`src/rtl/pc_ret_stack_if.sv`:
```
// Control strobes in, PC / return-stack status out, between control unit and PC block.
interface pc_ret_stack_if #(
  parameter int unsigned PC_WIDTH = 10
);
  logic [PC_WIDTH-1:0] d_in;
  logic                pc_ld;
  logic                pc_inc;
  logic                push;
  logic                pop;
  logic                clr_err;
  logic [PC_WIDTH-1:0] pc_count;
  logic [PC_WIDTH-1:0] from_stack;
  logic                empty;
  logic                full;
  logic                ovf_err;
  logic                unf_err;

  modport master (
    output d_in, pc_ld, pc_inc, push, pop, clr_err,
    input  pc_count, from_stack, empty, full, ovf_err, unf_err
  );

  modport slave (
    input  d_in, pc_ld, pc_inc, push, pop, clr_err,
    output pc_count, from_stack, empty, full, ovf_err, unf_err
  );
endinterface

```
`src/rtl/pc_ret_stack.sv`:
```
// Program counter with a hardware return-address stack feeding the PC-source mux.
module pc_ret_stack #(
  parameter int unsigned PC_WIDTH    = 10,
  parameter int unsigned STACK_DEPTH = 8
) (
  input  logic          clk,
  input  logic          rst_n,
  pc_ret_stack_if.slave bus
);

  localparam int unsigned PTR_W = (STACK_DEPTH > 1) ? $clog2(STACK_DEPTH) : 1;
  localparam int unsigned CNT_W = $clog2(STACK_DEPTH + 1);
  localparam logic [CNT_W-1:0] CNT_FULL = CNT_W'(STACK_DEPTH);

  logic [PC_WIDTH-1:0] pc_q, pc_d;
  logic [PC_WIDTH-1:0] ret_addr;
  logic [CNT_W-1:0]    count_q, count_d;
  logic                empty_q, empty_d;
  logic                full_q, full_d;
  logic                ovf_q, ovf_d;
  logic                unf_q, unf_d;
  logic                ovf_evt, unf_evt;
  logic                wr_en;
  logic [PTR_W-1:0]    wr_idx;
  logic [PTR_W-1:0]    top_idx;
  logic [PC_WIDTH-1:0] mem_q [STACK_DEPTH];

  // Return address always comes from the pre-edge PC, even when a load happens alongside.
  assign ret_addr = pc_q + PC_WIDTH'(1);
  assign top_idx  = PTR_W'(count_q - CNT_W'(1));

  // Next PC: load beats increment beats hold; increment wraps naturally.
  always_comb begin
    pc_d = pc_q;
    if (bus.pc_ld) begin
      pc_d = bus.d_in;
    end else if (bus.pc_inc) begin
      pc_d = pc_q + PC_WIDTH'(1);
    end
  end

  // Stack occupancy, write port and error events; push+pop on a non-empty stack rewrites the top.
  always_comb begin
    count_d = count_q;
    wr_en   = 1'b0;
    wr_idx  = PTR_W'(count_q);
    ovf_evt = 1'b0;
    unf_evt = 1'b0;
    if (bus.push && bus.pop && !empty_q) begin
      wr_en  = 1'b1;
      wr_idx = top_idx;
    end else if (bus.push) begin
      if (!full_q) begin
        wr_en   = 1'b1;
        count_d = count_q + CNT_W'(1);
      end else begin
        ovf_evt = 1'b1;
      end
    end else if (bus.pop) begin
      if (!empty_q) begin
        count_d = count_q - CNT_W'(1);
      end else begin
        unf_evt = 1'b1;
      end
    end
    empty_d = (count_d == '0);
    full_d  = (count_d == CNT_FULL);
    ovf_d   = (ovf_q & ~bus.clr_err) | ovf_evt;
    unf_d   = (unf_q & ~bus.clr_err) | unf_evt;
  end

  // Control/status state with asynchronous reset.
  always_ff @(posedge clk or negedge rst_n) begin
    if (!rst_n) begin
      pc_q    <= '0;
      count_q <= '0;
      empty_q <= 1'b1;
      full_q  <= 1'b0;
      ovf_q   <= 1'b0;
      unf_q   <= 1'b0;
    end else begin
      pc_q    <= pc_d;
      count_q <= count_d;
      empty_q <= empty_d;
      full_q  <= full_d;
      ovf_q   <= ovf_d;
      unf_q   <= unf_d;
    end
  end

  // Return-address storage; contents are meaningless until written, so no reset.
  always_ff @(posedge clk) begin
    if (wr_en) begin
      mem_q[wr_idx] <= ret_addr;
    end
  end

  assign bus.pc_count   = pc_q;
  assign bus.from_stack = empty_q ? '0 : mem_q[top_idx];
  assign bus.empty      = empty_q;
  assign bus.full       = full_q;
  assign bus.ovf_err    = ovf_q;
  assign bus.unf_err    = unf_q;

endmodule

```
`src/flat_wrapper.sv`:
```
// flat-port wrapper written by rule: the top's interface ports become plain ports
module pc_ret_stack_flat 
#(
  parameter int unsigned PC_WIDTH    = 10,
  parameter int unsigned STACK_DEPTH = 8
)
  (clk, rst_n, bus_d_in, bus_pc_ld, bus_pc_inc, bus_push, bus_pop, bus_clr_err, bus_pc_count, bus_from_stack, bus_empty, bus_full, bus_ovf_err, bus_unf_err);
  pc_ret_stack_if #(.PC_WIDTH(PC_WIDTH)) bus_i ();
  input  logic clk;
  input  logic rst_n;
  input wire logic [$bits(bus_i.d_in)-1:0] bus_d_in;
  input wire logic [$bits(bus_i.pc_ld)-1:0] bus_pc_ld;
  input wire logic [$bits(bus_i.pc_inc)-1:0] bus_pc_inc;
  input wire logic [$bits(bus_i.push)-1:0] bus_push;
  input wire logic [$bits(bus_i.pop)-1:0] bus_pop;
  input wire logic [$bits(bus_i.clr_err)-1:0] bus_clr_err;
  output wire logic [$bits(bus_i.pc_count)-1:0] bus_pc_count;
  output wire logic [$bits(bus_i.from_stack)-1:0] bus_from_stack;
  output wire logic [$bits(bus_i.empty)-1:0] bus_empty;
  output wire logic [$bits(bus_i.full)-1:0] bus_full;
  output wire logic [$bits(bus_i.ovf_err)-1:0] bus_ovf_err;
  output wire logic [$bits(bus_i.unf_err)-1:0] bus_unf_err;
  assign bus_i.d_in = bus_d_in;
  assign bus_i.pc_ld = bus_pc_ld;
  assign bus_i.pc_inc = bus_pc_inc;
  assign bus_i.push = bus_push;
  assign bus_i.pop = bus_pop;
  assign bus_i.clr_err = bus_clr_err;
  assign bus_pc_count = bus_i.pc_count;
  assign bus_from_stack = bus_i.from_stack;
  assign bus_empty = bus_i.empty;
  assign bus_full = bus_i.full;
  assign bus_ovf_err = bus_i.ovf_err;
  assign bus_unf_err = bus_i.unf_err;
  pc_ret_stack #(.PC_WIDTH(PC_WIDTH), .STACK_DEPTH(STACK_DEPTH)) u_core (.clk(clk), .rst_n(rst_n), .bus(bus_i));
endmodule
```
`config.mk`:
```
export PLATFORM = sky130hd
export DESIGN_NAME = pc_ret_stack_flat
export DESIGN_NICKNAME = d
export VERILOG_FILES = /design/src/rtl/pc_ret_stack_if.sv /design/src/rtl/pc_ret_stack.sv /design/src/flat_wrapper.sv
export SDC_FILE = /design/constraint.sdc
export NUM_CORES = 1
export LEC_CHECK = 0
export CORE_ASPECT_RATIO = 0.6
export CORE_UTILIZATION = 39
export CTS_BUF_LIST = sky130_fd_sc_hd__clkbuf_16
export CTS_CLUSTER_SIZE = 28
export DETAILED_ROUTE_END_ITERATION = 12
export SYNTH_ARGS = -nofsm -noshare
export SYNTH_HDL_FRONTEND = slang
export SYNTH_SLANG_ARGS = --single-unit
```
`constraint.sdc`:
```
create_clock -name clk -period 2.6 [get_ports clk]
set_clock_uncertainty 0.2 [all_clocks]
set_input_delay 0.52 -clock clk [delete_from_list [all_inputs] [get_ports clk]]
set_output_delay 0.52 -clock clk [all_outputs]
set_load 0.1 [all_outputs]
```
---- Word level (Yosys, flattened, before mapping) ----
Memory sizes are Yosys's and may differ from the RTL's.
Cells that the tools add are included.
cells by class
  add/sub/neg operators ................... 3
  equality and inequality tests ........... 1
  multiplexer cells ....................... 21
  bitwise operators ....................... 5
  reduce and logical (&&, ||, !) cells .... 5
operators with widths
  operator                                                            number
  10-bit two-way mux                                                  3
  4-bit two-way mux                                                   5
  1-bit two-way mux                                                   12
  10-bit by 1-bit adder with 10-bit output, second input constant     1
  4-bit by 1-bit adder with 4-bit output, second input constant       1
  4-bit == test, second input constant                                1
  4-bit zero test                                                     1
  4-bit by 1-bit subtractor with 4-bit output, second input constant  1
  3-bit two-way mux                                                   1
  1-bit bitwise AND                                                   2
  1-bit logical AND                                                   2
  1-bit bitwise OR                                                    2
  2-bit nonzero test                                                  1
  1-bit zero test                                                     1
  1-bit NOT                                                           1
storage, ports and cells
  register bits after elaboration ......... 18
  bits in writable memories ............... 80
  output and inout port bits .............. 24
  logic and storage cells ................. 42
  memories kept ........................... 1
memory list
  name          words  bits a word  rd ports  clocked after memory_dff  wr ports  RTL line            source
  u_core.mem_q  8      10           1         0                         1         pc_ret_stack.sv:26  logic [PC_WIDTH-1:0] mem_q [STACK_DEPTH];

---- Longest topological paths before layout ----
  depth in word-level cells ............... 6
  mapped depth ............................ 8
  gate-level depth less buffers ........... 6

---- Worst setup path after synthesis ----
No wires, ideal clock.
  path type ............................... register -> output
  start ................................... register u_core.count_q[0]
  end ..................................... output bus_from_stack[4]
  arrival ................................. 3.019 ns
  path slack .............................. -1.139 ns
  cell stages (with the launch flop) ...... 9
  path buffers ............................ 3
  cell sequence ........................... dfrtp_1 > buf_2 > inv_1 > ha_1 > buf_2 > buf_2 > mux4_2 > nand2_1 > a21oi_1
between the ends
  word-level cells in the longest chain between the ends .. 3
ends and longest elaborated chain
  element                                      RTL line            source
  start, declared                              pc_ret_stack.sv:17  logic [CNT_W-1:0] count_q, count_d;
  start signal, assigned                       pc_ret_stack.sv:83  count_q <= count_d;
  4-bit by 1-bit subtractor with 4-bit output  pc_ret_stack.sv:30  assign top_idx = PTR_W'(count_q - CNT_W'(1));
  memory read 8 x 10 bit                       -
  10-bit two-way mux                           pc_ret_stack.sv:99  assign bus.from_stack = empty_q ? '0 : mem_q[top_idx];
  end, declared                                flat_wrapper.sv:18  output wire logic [$bits(bus_i.from_stack)-1:0] bus_from_stack;
No other way between the ends.

---- Worst setup path after layout ----
Ends and elaborated chain as after synthesis.

==> key figures <==
Logic synthesis
  – Post-Syn Area: 0.00426 mm2
  – Most frequent cells after synthesis: 80 x edfxtp_1, 45 x nand2_1, 20 x mux4_2
  – Synthesized area per cell: approximately 15 um2
  – #FFs+latches synth: 98
  – Largest area contributor in the netlist: edfxtp_1
  – Top cell type's share of synthesized area: 0.564
  – Post-synth EDFFs: 80
  – Largest cells by area after synthesis: edfxtp_1 56%, mux4_2 11%, dfrtp_1 10%, nand2_1 4.0%, xor2_1 2.5%
  – Mapped Nets: 306
  – Most frequent cell after synthesis: edfxtp_1
  – Asr flop ratio synth: 0.184
  – Netlist cell types: 38
  – Synth Warn #: 0
  – Synth Flop Type: edfxtp_1
  – Register area share after synthesis: 0.670
  – Mapped Cells: about 290

Routing
  – DR pass1 iterations: 4
  – WL final: 9200 um
  – Routed wire per std cell: between 15 and 20 um
  – Met3 wire length: 671 um
  – WL met1: 4530 um
  – Metal2 WL: 3950 um
  – Post-DRT Antenna Nets: 0
  – Detailed-route via count: ~2500
  – Top sig layer: met4
  – Vias per std cell: 5.11
  – Iter 0 DRT Violations: approximately 180
  – DRC violations left: 0

Clocking
  – TritonCTS Buffers: 9
  – Worst-skew pair later-pin latency: 340 ps
  – Post-CTS Hold Buffers: 0
  – CTS tree: built
  – Clock Tree Root: clkbuf_16
  – Clock transition at path regs: around 70 ps
  – Max Buffers Root-to-Sink: 2
  – Htree depth: 3
  – Clk sinks: 98

Critical path
  – WP data required: 1880 ps
  – FF-to-FF End: u_core.mem_q[1][7]
  – Arr. time, crit path: roughly 1900 ps
  – CP Capture Type: output port
  – CP Launch Type: register
  – Worst reg2reg setup slack: 250 ps
  – Worst reg2reg path depth: 9
  – CP max FO: 5
  – Critical path type: reg2out
  – Worst reg2reg startpoint: u_core.count_q[0]

Timing
  – Post-route worst setup slack: -60.6 ps
  – Max Freq: between 300 and 400 MHz
  – Slew Limit Headroom: 0.562
  – Minimum clock period: 2660 ps
  – RSZ-0062 raised after global routing: true
  – Least-Margin Pin Slew: 653 ps
  – Final setup violating endpoints: 10
  – Final slew viol count: 0
  – Final Hold Fails: 0
  – Tcrit/Tclk final: 1.02

Place
  – Place WS: -29.9 ps
  – Post-DP HPWL: 6110 um
  – Routability-driven placement congestion ratio: around 0.8
  – PortBufs: 40

Global routing
  – Overflow after GRT: 0
  – Largest net degree at the start of global routing: 21
  – First-pass GRT wire length: approximately 15000 um
  – Vias in the first global route: 2519
  – Total global-route track usage: 0.179
  – Initial antenna violation count: 0

Floorplan
  – Core Footprint: between 0.01 and 0.015 mm2
  – FP Rows: 29
  – Chip width: 137 um
  – Die Area: between 0.01 and 0.015 mm2
  – Initial core utilization: 0.402
  – # IOs: 41
  – Die H: roughly 83 um

Run
  – Max cap viols: 0

Status
  – Failing checks: setup timing
  – Status: finished, violations left

Min path
  – HP Class: in2async

Cells and area
  – Final Net Count: 373
  – Area delta synth->final: 33.4%
  – Fraction of layout cells with a size suffix above 1: 0.372
  – Antenna cell count: 0
  – FILL cells: approximately 880
worst max path at each step:
stage	start	end
6_report	u_core.count_q[0]	bus_from_stack[4]
5_1_grt	u_core.count_q[0]	bus_from_stack[0]
4_1_cts	u_core.count_q[0]	bus_from_stack[4]
3_5_place_dp	bus_pop	u_core.mem_q[4][9]
3_3_place_gp	bus_pop	u_core.mem_q[4][9]
2_1_floorplan	u_core.bus.empty	u_core.mem_q[4][0]
state kept, by name, indices dropped and copies added (netlist names):
name                 cells
u_core.mem_q            80
u_core.bus.pc_count     10
u_core.count_q           4
u_core.bus.unf_err       1
u_core.bus.ovf_err       1
u_core.bus.empty         1
u_core.bus.full          1
cell families (layout without fill, tap and decap cells):
family,count (synthesis),after routing,synth area share
flip-flops,98,98,0.670
AND/OR/NAND/NOR,82,82,0.0881
multiplexers,21,21,0.108
adder cells (fa/ha/maj),3,3,0.00881
buffers and inverters,22,94,0.0250
XOR/XNOR,22,22,0.0470
AO/OA/AOI/OAI,38,38,0.0532
layer usage:
metal,up-vias,track usage
li1,1199,-
met1,1259,0.280
met2,75,0.244
met3,5,0.0464
met4,0,0.0500
met5,-,0
placed cells by master (no fill, tap or decap), types with 2 or more instances in the layout:
| master | instances |
|---|---|
| a21oi_1 | 4 |
| a21oi_4 | 10 |
| and4_1 | 2 |
| buf_12 | 20 |
| buf_4 | 34 |
| buf_6 | 2 |
| clkbuf_16 | 9 |
| clkdlybuf4s50_1 | 16 |
| clkinv_2 | 2 |
| dfrtp_1 | 16 |
| edfxtp_1 | 80 |
| ha_1 | 2 |
| inv_1 | 5 |
| inv_4 | 2 |
| mux4_2 | 20 |
| nand2_1 | 27 |
| nand2_2 | 18 |
| nand3_1 | 5 |
| nand4_1 | 3 |
| nor2_1 | 12 |
| nor2_2 | 3 |
| nor2b_1 | 2 |
| nor3_1 | 4 |
| o211ai_1 | 2 |
| o21ai_0 | 11 |
| o21ai_1 | 5 |
| xnor2_1 | 8 |
| xor2_1 | 11 |
area by class of cell:
class,instances,area [um2],share of cell area
clock buffer,9,225,0.0396
clock inverter,7,37.5,0.00661
inverter,5,23.8,0.00418
multi-input combinational,166,1510,0.266
sequential,98,2860,0.503
tap,139,174,0.0306
timing repair buffer,73,853,0.150
what timing repair did:
action,in CTS,in global routing
setup buffers,7,0
cloned,1,0
setup endpoints to repair,10,10
pin swaps,9,2
gates resized for setup,18,0
stage by stage:
stage	cells	TNS [ps]	utilization	instance area (um2)	hold WS [ps]
2_1_floorplan	286	-1770	-	4480	24.4
6_report	497	-369	0.536	5680	302
3_3_place_gp	473	0	0.497	5270	302
3_5_place_dp	473	-282	0.497	5270	303
4_1_cts	497	-356	0.536	5680	304
5_1_grt	497	-903	0.536	5680	326
critical path, cell delays in order (launching register included):
cell	delay (ps)
dfrtp_2	430
inv_4	50
ha_4	310
buf_12	120
mux4_2	340
nand2_2	110
a21oi_4	60
buf_12	160
Power is not shown: default switching activity piles up to over one toggle a cycle in this logic, so the estimate is an artifact.
